## src/rtl/display_pkg.sv

```systemverilog
// Shared types and constants for the two-digit seven-segment display path.
// Segment codes are active-low, order gfedcba with bit0 = a.
package display_pkg;

  localparam int NUM_W       = 7;
  localparam int SHIFT_STEPS = 7;

  typedef enum logic [1:0] {
    IDLE,
    SHIFT,
    UPDATE
  } state_t;

  typedef struct packed {
    logic [3:0] tens;
    logic [3:0] ones;
  } bcd_t;

  localparam logic [6:0] SEG_BLANK = 7'h7F;
  localparam logic [6:0] SEG_DASH  = 7'h3F;

  // Entry i is the pattern for digit i.
  localparam logic [9:0][6:0] SEG_TABLE = {
    7'h10, 7'h00, 7'h78, 7'h02, 7'h12,
    7'h19, 7'h30, 7'h24, 7'h79, 7'h40
  };

  function automatic logic [3:0] add3(
    input logic [3:0] nib
  );
    return (nib >= 4'd5) ? nib + 4'd3 : nib;
  endfunction

endpackage

```

## src/rtl/number_display_seg7.sv

```systemverilog
// Combinational BCD nibble to active-low segment decoder.
// Non-decimal nibbles decode to blank.
module seg7_decode
  import display_pkg::*;
(
  input  logic [3:0] i_nib,
  output logic [6:0] o_seg
);

  always_comb begin
    o_seg = SEG_BLANK;
    if (i_nib <= 4'd9)
      o_seg = SEG_TABLE[i_nib];
  end

endmodule

```

## src/rtl/number_display.sv

```systemverilog
// Sequential double-dabble binary-to-BCD converter driving HEX1/HEX0.
// Display registers only update on the UPDATE state.
module number_display
  import display_pkg::*;
#(
  parameter bit BLANK_LEADING  = 1'b1,
  parameter bit SEG_ACTIVE_LOW = 1'b1
) (
  input  logic       CLOCK_50,
  input  logic       reset,
  input  logic [6:0] number,
  input  logic       load,
  output logic       busy,
  output logic       done,
  output logic       overflow,
  output logic [6:0] HEX0,
  output logic [6:0] HEX1
);

  localparam logic [2:0] LAST_STEP = 3'(SHIFT_STEPS - 1);

  state_t           r_state;
  logic [NUM_W-1:0] r_bin;
  bcd_t             r_bcd;
  logic [2:0]       r_cnt;
  logic             r_ovf_cap;
  logic             r_busy;
  logic             r_done;
  logic             r_ovf;
  logic [6:0]       r_hex0;
  logic [6:0]       r_hex1;

  logic [7:0]       w_adj;
  logic [6:0]       w_seg_tens;
  logic [6:0]       w_seg_ones;
  logic [6:0]       w_hex1;
  logic [6:0]       w_hex0;

  function automatic logic [6:0] drive(
    input logic [6:0] seg
  );
    return SEG_ACTIVE_LOW ? seg : ~seg;
  endfunction

  assign w_adj = {add3(r_bcd.tens), add3(r_bcd.ones)};

  seg7_decode u_dec_tens (
    .i_nib (r_bcd.tens),
    .o_seg (w_seg_tens)
  );

  seg7_decode u_dec_ones (
    .i_nib (r_bcd.ones),
    .o_seg (w_seg_ones)
  );

  always_comb begin
    w_hex1 = w_seg_tens;
    w_hex0 = w_seg_ones;
    if (r_ovf_cap) begin
      w_hex1 = SEG_DASH;
      w_hex0 = SEG_DASH;
    end else if (BLANK_LEADING && r_bcd.tens == 4'd0) begin
      w_hex1 = SEG_BLANK;
    end
  end

  always_ff @(posedge CLOCK_50 or negedge reset) begin
    if (!reset) begin
      r_state   <= IDLE;
      r_bin     <= '0;
      r_bcd     <= '0;
      r_cnt     <= '0;
      r_ovf_cap <= 1'b0;
      r_busy    <= 1'b0;
      r_done    <= 1'b0;
      r_ovf     <= 1'b0;
      r_hex0    <= drive(SEG_BLANK);
      r_hex1    <= drive(SEG_BLANK);
    end else begin
      r_done <= 1'b0;
      case (r_state)
        IDLE: begin
          if (load) begin
            r_bin     <= number;
            r_bcd     <= '0;
            r_cnt     <= '0;
            r_ovf_cap <= (number > 7'd99);
            r_busy    <= 1'b1;
            r_state   <= SHIFT;
          end
        end
        SHIFT: begin
          r_bcd <= {w_adj[6:0], r_bin[NUM_W-1]};
          r_bin <= {r_bin[NUM_W-2:0], 1'b0};
          r_cnt <= r_cnt + 3'd1;
          if (r_cnt == LAST_STEP)
            r_state <= UPDATE;
        end
        UPDATE: begin
          r_hex1  <= drive(w_hex1);
          r_hex0  <= drive(w_hex0);
          r_ovf   <= r_ovf_cap;
          r_done  <= 1'b1;
          r_busy  <= 1'b0;
          r_state <= IDLE;
        end
        default: r_state <= IDLE;
      endcase
    end
  end

  assign busy     = r_busy;
  assign done     = r_done;
  assign overflow = r_ovf;
  assign HEX0     = r_hex0;
  assign HEX1     = r_hex1;

endmodule

```

## config.mk

```make
export PLATFORM = sky130hd
export DESIGN_NAME = number_display
export DESIGN_NICKNAME = d
export VERILOG_FILES = /design/src/rtl/display_pkg.sv /design/src/rtl/number_display_seg7.sv /design/src/rtl/number_display.sv
export SDC_FILE = /design/constraint.sdc
export NUM_CORES = 1
export LEC_CHECK = 0
export ABC_AREA = 1
export CORE_ASPECT_RATIO = 1.4
export CORE_MARGIN = 8
export CORE_UTILIZATION = 31
export DETAILED_ROUTE_END_ITERATION = 10
export GPL_TIMING_DRIVEN = 0
export PLACE_DENSITY = 0.53
export REMOVE_ABC_BUFFERS = 1
export SYNTH_ARGS = -nofsm -noshare
export SYNTH_HDL_FRONTEND = slang
export SYNTH_SLANG_ARGS = --single-unit
```

## constraint.sdc

```tcl
create_clock -name CLOCK_50 -period 2 [get_ports CLOCK_50]
set_clock_uncertainty 0.15 [all_clocks]
set_input_delay 0.4 -clock CLOCK_50 [delete_from_list [all_inputs] [get_ports CLOCK_50]]
set_output_delay 0.4 -clock CLOCK_50 [all_outputs]
set_load 0.05 [all_outputs]
```

==> results of run 1 <==
[metal layers]
layer  vias to the layer above  wire length [um]  share of wire, %  GRT usage [%]
met5                         -                 0                 0              0
met4                         0               106               2.3           4.27
met3                         7               154               3.4           2.22
met2                        28              2230                49           17.5
met1                       763              2020                45           11.3
li1                        908                 -                 -              -
[cell usage after synthesis (3+ instances only)]
cell,number
a21oi_1,4
ha_1,12
o21ai_2,7
nand3_1,32
nor2_1,21
inv_1,35
o21ai_0,14
dfrtp_1,24
or2_2,4
dfstp_2,14
nand4_1,4
nand2_4,3
nor2_4,3
inv_2,4
nand2_1,72
[timing repair]
action	4_1_cts	5_1_grt
buffers inserted	0	0
hold buffers	0	0
endpoints found under the hold margin	0	0
resized for setup	15	2
setup endpoints to repair	15	2
[registers in the layout, indices dropped and copies added, names as in the netlist]
register	flops
r_bcd	8
HEX1	7
r_ovf_cap	1
done	1
busy	1
r_bin	7
r_cnt	3
HEX0	7
overflow	1
r_state	2
[logic make-up (layout without fill, tap and decap cells)]
group,count (synthesis),count (layout)
and+or+nand+nor,144,144
buffers and inverters,47,75
DFF,38,38
AOI/OAI and AO/OA,29,29
adders and majority gates,12,12
xor gates and xnor gates,1,1
[report_power, final]
| part | switching, mW | internal (mW) |
|---|---|---|
| registers | 0.252 | 1.19 |
| logic | 1.68 | 0.766 |
| clock network | 0.278 | 0.242 |
[final timing paths]
kind                                 end  cells past startpoint
worst max-delay path             HEX1[6]                      1
worst min-delay path                done                      1
worst max register to register   HEX0[1]                      7
worst min register to register   HEX1[6]                      2
max in group asynchronous       overflow                      1
min in group CLOCK_50            HEX1[6]                      2
[layout make-up]
| type | count | area [um2] | share of cell area (%) |
|---|---|---|---|
| Sequential cell | 38 | 968 | 37.8 |
| Multi-Input combinational cell | 186 | 992 | 38.8 |
| Tap cell | 95 | 119 | 4.64 |
| Clock inverter | 2 | 10.0 | 0.391 |
| Clock buffer | 6 | 72.6 | 2.83 |
| Inverter | 41 | 156 | 6.11 |
| Timing Repair Buffer | 26 | 241 | 9.43 |
[metrics by stage]
stage               hold slack [ps]  setup WS (ps)
floorplan                     -45.6            598
global placement                307           -603
detailed placement              308            134
CTS                            99.4           6.58
global route                    138           55.0
finish                         59.6            105
==> results.cfg, run 1 <==
[run_status]
status = finished, final reports clean

[timing]
rsz0062_at_grt = false
min_period_ps = 1890
period_share_pct = 94.7
max_freq_mhz = 528
final_hold_viol_count = 0
setup_viol = 0
tightest_slew_ps = 863
slew_headroom_pct = 42.4
fin_setup_tns_ps = 0
finalMaxSlewViolations = 0

[global_routing]
grt_usage_pct = 10.0
grt_max_degree = 39
grt_pass1_wl_um = 8010
overflow = 0
grt_pass1_vias = 1774
antenna_found_initial = 0

[clock_network]
cts_inserted_buffers = 5
cts_root_buf = clkbuf_8
path_clk_slew_ps = 80
cts_tree = done
htree_levels = 2
cts_num_sinks = 38
clockBufferDepth = 2
clkLatencyLatePin_ps = 290

[pwr]
finalPower_mw = 4.41
p_per_area_nw_per_um2 = 1720
leakage_nw = 1.28
ir_drop_v = 0.000422

[die]
core_area_um2 = 6850
die_x_um = 86.6
top_level_ports = 27
std_cell_rows = 36
die_y_um = 115
start_util_pct = 31.6
dieArea_um2 = 9950

[synth]
synthCells = 271
synth_top_cell_area_share_pct = 27.7
synthAdderAreaFrac_pct = 6.94
synth_ff_type = dfrtp_1
ys_seq_area_share_pct = 44.7
ys_top_cells_by_area = dfrtp_1 (28%), dfstp_2 (17%), nand2_1 (12%)
yosys.area.top_type = dfrtp_1
syn_area_um2 = 2160
yosysWarnings = 0
syn_area_per_cell_um2 = 7.99
synth_cell_types = 27
synth_top_family_by_area = simple AND/OR/NAND/NOR gates
synth_edf_count = 0
synth-seq-cells = 38
async_flop_share_pct = 100
synth_compound_area_share_pct = 8.03
synthMuxAreaShare_pct = 0
synthXorXnorAreaFrac_pct = 0.405
yosys.area_share.simple_pct = 30.5

[finish]
num_antenna_cells = 0
nFillCells = 751
stdcell_area_um2 = 2560
utilization_pct = 37.4
num-nets-final = 320
layout_common_cells = nand2_1 (72), inv_1 (35), nand3_1 (32), dfrtp_1 (24), nor2_1 (21)
drive_gt1_share_pct = 15.1
instances_no_fill = 394
areaGrowthSynthToFinish_pct = 18.3
final_common_cell = nand2_1

[setup_path]
critical_path.startpoint = HEX1[6]
crit_chain = dlygate4sd2_1
crit_fanout = 2
r2r_slack_ps = 340
critical_path.slowest_cell = dfstp_2
crit_path_start_kind = flip-flop
slowest_delay_ps = 530
crit_buf_inv = 1
critPathArrivalTime_ps = 1340
crit_path_end_kind = output port
required_ps = 1450
path_class = reg2out
rr_startpoint = r_bcd[0]
path_delay_family = flip-flops

[flow_run]
cap_viol_max_count = 0

[placed_design]
gp_congestion = 0.867
io_buffers = 26
dp_cells = 386
dp_hpwl_um = 3210
place_area_um2 = 2490

[drt]
drc = 0
num_vias = 1706
drt-total-wl_um = 4510
wire_per_inst_um = 11.5
ant_nets = 0
first_pass_iters = 4
vias_per_cell = 4.33
first_iter_violations = 111

[worst_hold_path]
min_path_type = in2async
Note: power is estimated with default switching activity, not from simulation.
==> inputs of run 2 (changes only) <==
CORE_ASPECT_RATIO = 1.1   (was 1.4)
==> run 2 against run 1 <==
  * Critical path depth unchanged
  * Largest power group unchanged
  * Critical path type unchanged
  * Die area fell by 0.35%
  * Design area up 0.78%
  * Combinational power about the same
==> results.cfg, run 2 (synthesized netlist as in run 1, its figures left out) <==
[run_status]
status = finished, final reports clean

[setup_path]
r2r_cells = 7
r2r_slack_ps = 350
crit_buf_inv = 1
crit_chain = clkdlybuf4s50_1
path_delay_family = buffers and inverters
crit_path_start_kind = flip-flop
path_class = reg2out
crit_path_end_kind = output port
rr_startpoint = r_bcd[0]
critical_path.slowest_cell = clkdlybuf4s50_1
required_ps = 1450
crit_fanout = 1
critPathArrivalTime_ps = 1400
r2r_end = HEX0[2]
slowest_delay_ps = 790

[pwr]
ir_drop_v = 0.000671
p_comb_share_pct = 54.9
power_frac_seq_pct = 32.7
finalPower_mw = 4.43
switching_share_pct = 49.5
leakage_nw = 1.28
power_switching_mw = 2.19
p_int_mw = 2.24
p_per_area_nw_per_um2 = 1720
pwr-share-clk_pct = 12.4

[timing]
tightest_slew_ps = 495
finalMaxSlewViolations = 0
final_hold_viol_count = 0
setup_ws_ps = 47.1
setup_viol = 0
whs_ps = 318
min_period_ps = 1950
max_freq_mhz = 512
period_share_pct = 97.6
rsz0062_at_grt = false
slew_headroom_pct = 66.9

[placed_design]
dp_cells = 377
gp_congestion = 0.913
place_ws_ps = 135
dp_hpwl_um = 3070
io_buffers = 26

[clock_network]
cts_num_sinks = 38
cts_tree = done
cts_root_buf = clkbuf_8
cts_inserted_buffers = 5
path_clk_slew_ps = 80
htree_levels = 2
cts_setup_buffers = 0
clockBufferDepth = 2
clkLatencyLatePin_ps = 290

[finish]
largest_reg_flops = 8
drive_gt1_share_pct = 15.3
utilization_pct = 37.5
regMostFlops = r_bcd
nFillCells = 775
num-nets-final = 322
areaGrowthSynthToFinish_pct = 19.2
layout_common_cells = nand2_1 (72), inv_1 (35), nand3_1 (32), dfrtp_1 (24), nor2_1 (21)
final_common_cell = nand2_1
num_antenna_cells = 0
instances_no_fill = 386

[die]
start_util_pct = 31.4
core_area_um2 = 6890
top_level_ports = 27
dieArea_um2 = 9920
std_cell_rows = 32
die_y_um = 104
die_x_um = 95.7

[drt]
ant_nets = 0
wire_per_inst_um = 11.3
first_iter_violations = 72
drc = 0
drt-total-wl_um = 4370
first_pass_iters = 4
vias_per_cell = 4.41
num_vias = 1703

[global_routing]
grt_pass1_wl_um = 7780
antenna_found_initial = 0
grt_usage_pct = 9.55
grt_max_degree = 39
overflow = 0
grt_pass1_vias = 1685

[flow_run]
cap_viol_max_count = 0

[worst_hold_path]
holdPathStages = 2
min_path_type = reg2reg
hold_end = HEX1[6]
hold_start = HEX1[6]
## run 2: worst max-delay path by stage
stage,startpoint,to,slack [ps],cells after the start
final,done,done,50,1
after CTS,done,done,30,1
after detailed placement,HEX1[6],HEX1[6],130,1
after global routing,done,done,10,1
after floorplan,r_bcd[0],HEX0[6],600,7
after global placement,reset,overflow,-640,1
## run 2: worst reg2reg max path, delay by kind of cell (launching register included)
kind	cells	cell delay [ps]
AND/OR/NAND/NOR	3	450
flip-flops	1	430
buffers and inverters	2	240
adder cells (fa/ha/maj)	1	220
AO/OA/AOI/OAI	1	100
## run 2: power by group through the flow
| stage | Combinational, mW | Clock, mW | Sequential (mW) |
|---|---|---|---|
| floorplan | 1.39 | 0 | 1.97 |
| global placement | 2.54 | 0 | 1.46 |
| detailed placement | 2.56 | 0 | 1.47 |
| CTS | 2.47 | 0.580 | 1.45 |
| global route | 2.74 | 0.601 | 1.51 |
| finish | 2.43 | 0.548 | 1.45 |
## run 2: through the flow
stage	cell area [um2]	setup TNS (ps)
floorplan	2120	0
global placement	2480	-18650
detailed placement	2500	0
CTS	2580	0
global route	2580	0
finish	2580	0
## run 2: area by class of cell
class	count	area, um2	share of cell area [%]
multi-input cells	186	992	38.5
flip-flops and latches	38	968	37.5
repair buffers	28	265	10.3
inverters	41	156	6.06
well taps	85	106	4.12
clock buffers	7	86.3	3.35
clock inverters	1	5.00	0.194
## run 2: repair_timing
item / 4_1_cts / 5_1_grt
resized for setup: 16 / 0
hold endpoints to repair: 24 / 0
hold buffers: 1 / 0
setup endpoints to repair: 16 / 0
## run 2: metal layers
| metal | GRT usage (%) | up-vias | routed length (um) |
|---|---|---|---|
| met3 | 2.38 | 8 | 197 |
| met2 | 14.9 | 26 | 1890 |
| met1 | 12.2 | 755 | 2210 |
| met4 | 3.63 | 0 | 75 |
| met5 | 0 | - | 0 |
| li1 | - | 914 | - |
==> inputs of run 3 (changes only) <==
REMOVE_ABC_BUFFERS = not set   (was 1)
==> run 3 against run 2 <==
  * Fmax increased by 2.0%
  * Clock power up 3.6%
  * Routed wire length rose by 6.4%
  * Sequential power down 3%
  * Total power rose by 3.0%
  * Cell count grew 1.0%
  * First-iteration DRC count rose by 51%
  * Largest cell class unchanged
  * Highest routed layer unchanged
  * Critical path depth unchanged
  * Register-to-register slack got worse by 40 ps
  * Die area did not move
==> results.cfg, run 3 (synthesized netlist as in run 1, its figures left out) <==
[die]
start_util_pct = 31.4
core_area_um2 = 6890
die_x_um = 95.7
die_y_um = 104
std_cell_rows = 32
top_level_ports = 27
dieArea_um2 = 9920

[pwr]
leakage_nw = 1.31
ir_drop_v = 0.000845
p_per_area_nw_per_um2 = 1750
finalPower_mw = 4.56

[placed_design]
io_buffers = 26
dp_hpwl_um = 3370
gp_congestion = 0.887
dp_cells = 382
place_area_um2 = 2530

[timing]
fin_setup_tns_ps = 0
max_freq_mhz = 523
finalMaxSlewViolations = 0
tightest_slew_ps = 864
min_period_ps = 1910
final_hold_viol_count = 0
rsz0062_at_grt = false
setup_viol = 0
slew_headroom_pct = 42.4
whs_ps = 46.6
period_share_pct = 95.7

[setup_path]
critPathArrivalTime_ps = 1360
slowest_delay_ps = 540
crit_chain = dlygate4sd2_1
r2r_end = HEX1[5]
crit_fanout = 2
crit_path_start_kind = flip-flop
path_class = reg2out
required_ps = 1450
r2r_cells = 6
critical_path.slowest_cell = dfstp_2
path_delay_family = flip-flops
rr_startpoint = r_bcd[4]
crit_path_end_kind = output port
r2r_slack_ps = 310
crit_buf_inv = 1

[finish]
layout_common_cells = nand2_1 (72), inv_1 (35), nand3_1 (32), dfrtp_1 (24), nor2_1 (21)
num_antenna_cells = 0
num-nets-final = 326
instances_no_fill = 390
regMostFlops = r_bcd
stdcell_area_um2 = 2600
final_common_cell = nand2_1
largest_reg_flops = 8
drive_gt1_share_pct = 17.0
areaGrowthSynthToFinish_pct = 20.3
nFillCells = 751

[clock_network]
cts_num_sinks = 38
cts_inserted_buffers = 5
clockBufferDepth = 2
htree_levels = 2
clkLatencyLatePin_ps = 300
cts_root_buf = clkbuf_8
hold_buffers = 0
cts_tree = done
path_clk_slew_ps = 80

[global_routing]
grt_usage_pct = 10.4
overflow = 0
grt_pass1_wl_um = 8340
grt_max_degree = 39
antenna_found_initial = 0
grt_pass1_vias = 1748

[drt]
first_pass_iters = 5
drt-total-wl_um = 4650
ant_nets = 0
num_vias = 1746
drc = 0
vias_per_cell = 4.48
wire_per_inst_um = 11.9
first_iter_violations = 109

[synth]
syn_nets = 293

[worst_hold_path]
min_path_type = in2async

[run_status]
status = finished, final reports clean

[flow_run]
cap_viol_max_count = 0
run 3: cell count changes in the layout (fill, tap and decap cells not counted):
cell	change
clkbuf_1	-1
buf_12	-1
buf_6	+2
dlymetal6s2s_1	+1
clkinvlp_4	+1
dlygate4sd3_1	-1
buf_2	+2
buf_4	+2
clkdlybuf4s50_1	-1
run 3: worst reg2reg max path, delay by kind of cell (launching register included):
family                   cells  cell delay, ps
AND/OR/NAND/NOR              3             350
AO/OA/AOI/OAI                1             300
flip-flops                   1             430
adder cells (fa/ha/maj)      1             250
buffers and inverters        1             150
run 3: timing repair:
item                       4_1_cts  5_1_grt
gates resized for setup         16        1
setup buffers                    0        0
setup endpoints to repair       16        1
run 3: power breakdown:
part	switching [mW]	internal [mW]	leakage (nW)	total, mW
clock network	0.291	0.277	0.0472	0.568
registers	0.203	1.20	0.447	1.40
logic	1.76	0.831	0.814	2.60
run 3: per-stage QoR:
stage | setup WS, ps | utilization (%)
final | 86.2 | 37.8
after global routing | 50.2 | 37.8
after CTS | 18.1 | 37.8
after detailed placement | 95.2 | 36.7
after global placement | -625 | 36.8
after floorplan | 598 | -
run 3: worst max path at each step:
stage                         from        to  slack (ps)  cells after the start
after floorplan           r_bcd[0]   HEX0[6]         600                      7
after global placement       reset  overflow        -620                      1
after detailed placement      load  r_bcd[0]         100                      7
after CTS                     done      done          20                      1
after global routing       HEX1[6]   HEX1[6]          50                      1
final                      HEX1[6]   HEX1[6]          90                      1
run 3: routing by layer:
metal	global-route usage, %	part of all wire, %	routed length, um	vias up
met2	15.8	43	2010	34
li1	-	-	-	915
met3	3.03	6.0	279	6
met4	3.63	1.5	72	0
met5	0	0	0	-
met1	13.5	49	2290	791
run 3: layout make-up:
class	instances	area, um2	share of cell area, %
buffer	6	47.5	1.83
sequential	38	968	37.2
tap	85	106	4.08
inverter	41	156	6.01
multi-input combinational	186	992	38.1
clock inverter	2	12.5	0.481
clock buffer	6	82.6	3.17
timing repair buffer	26	238	9.13
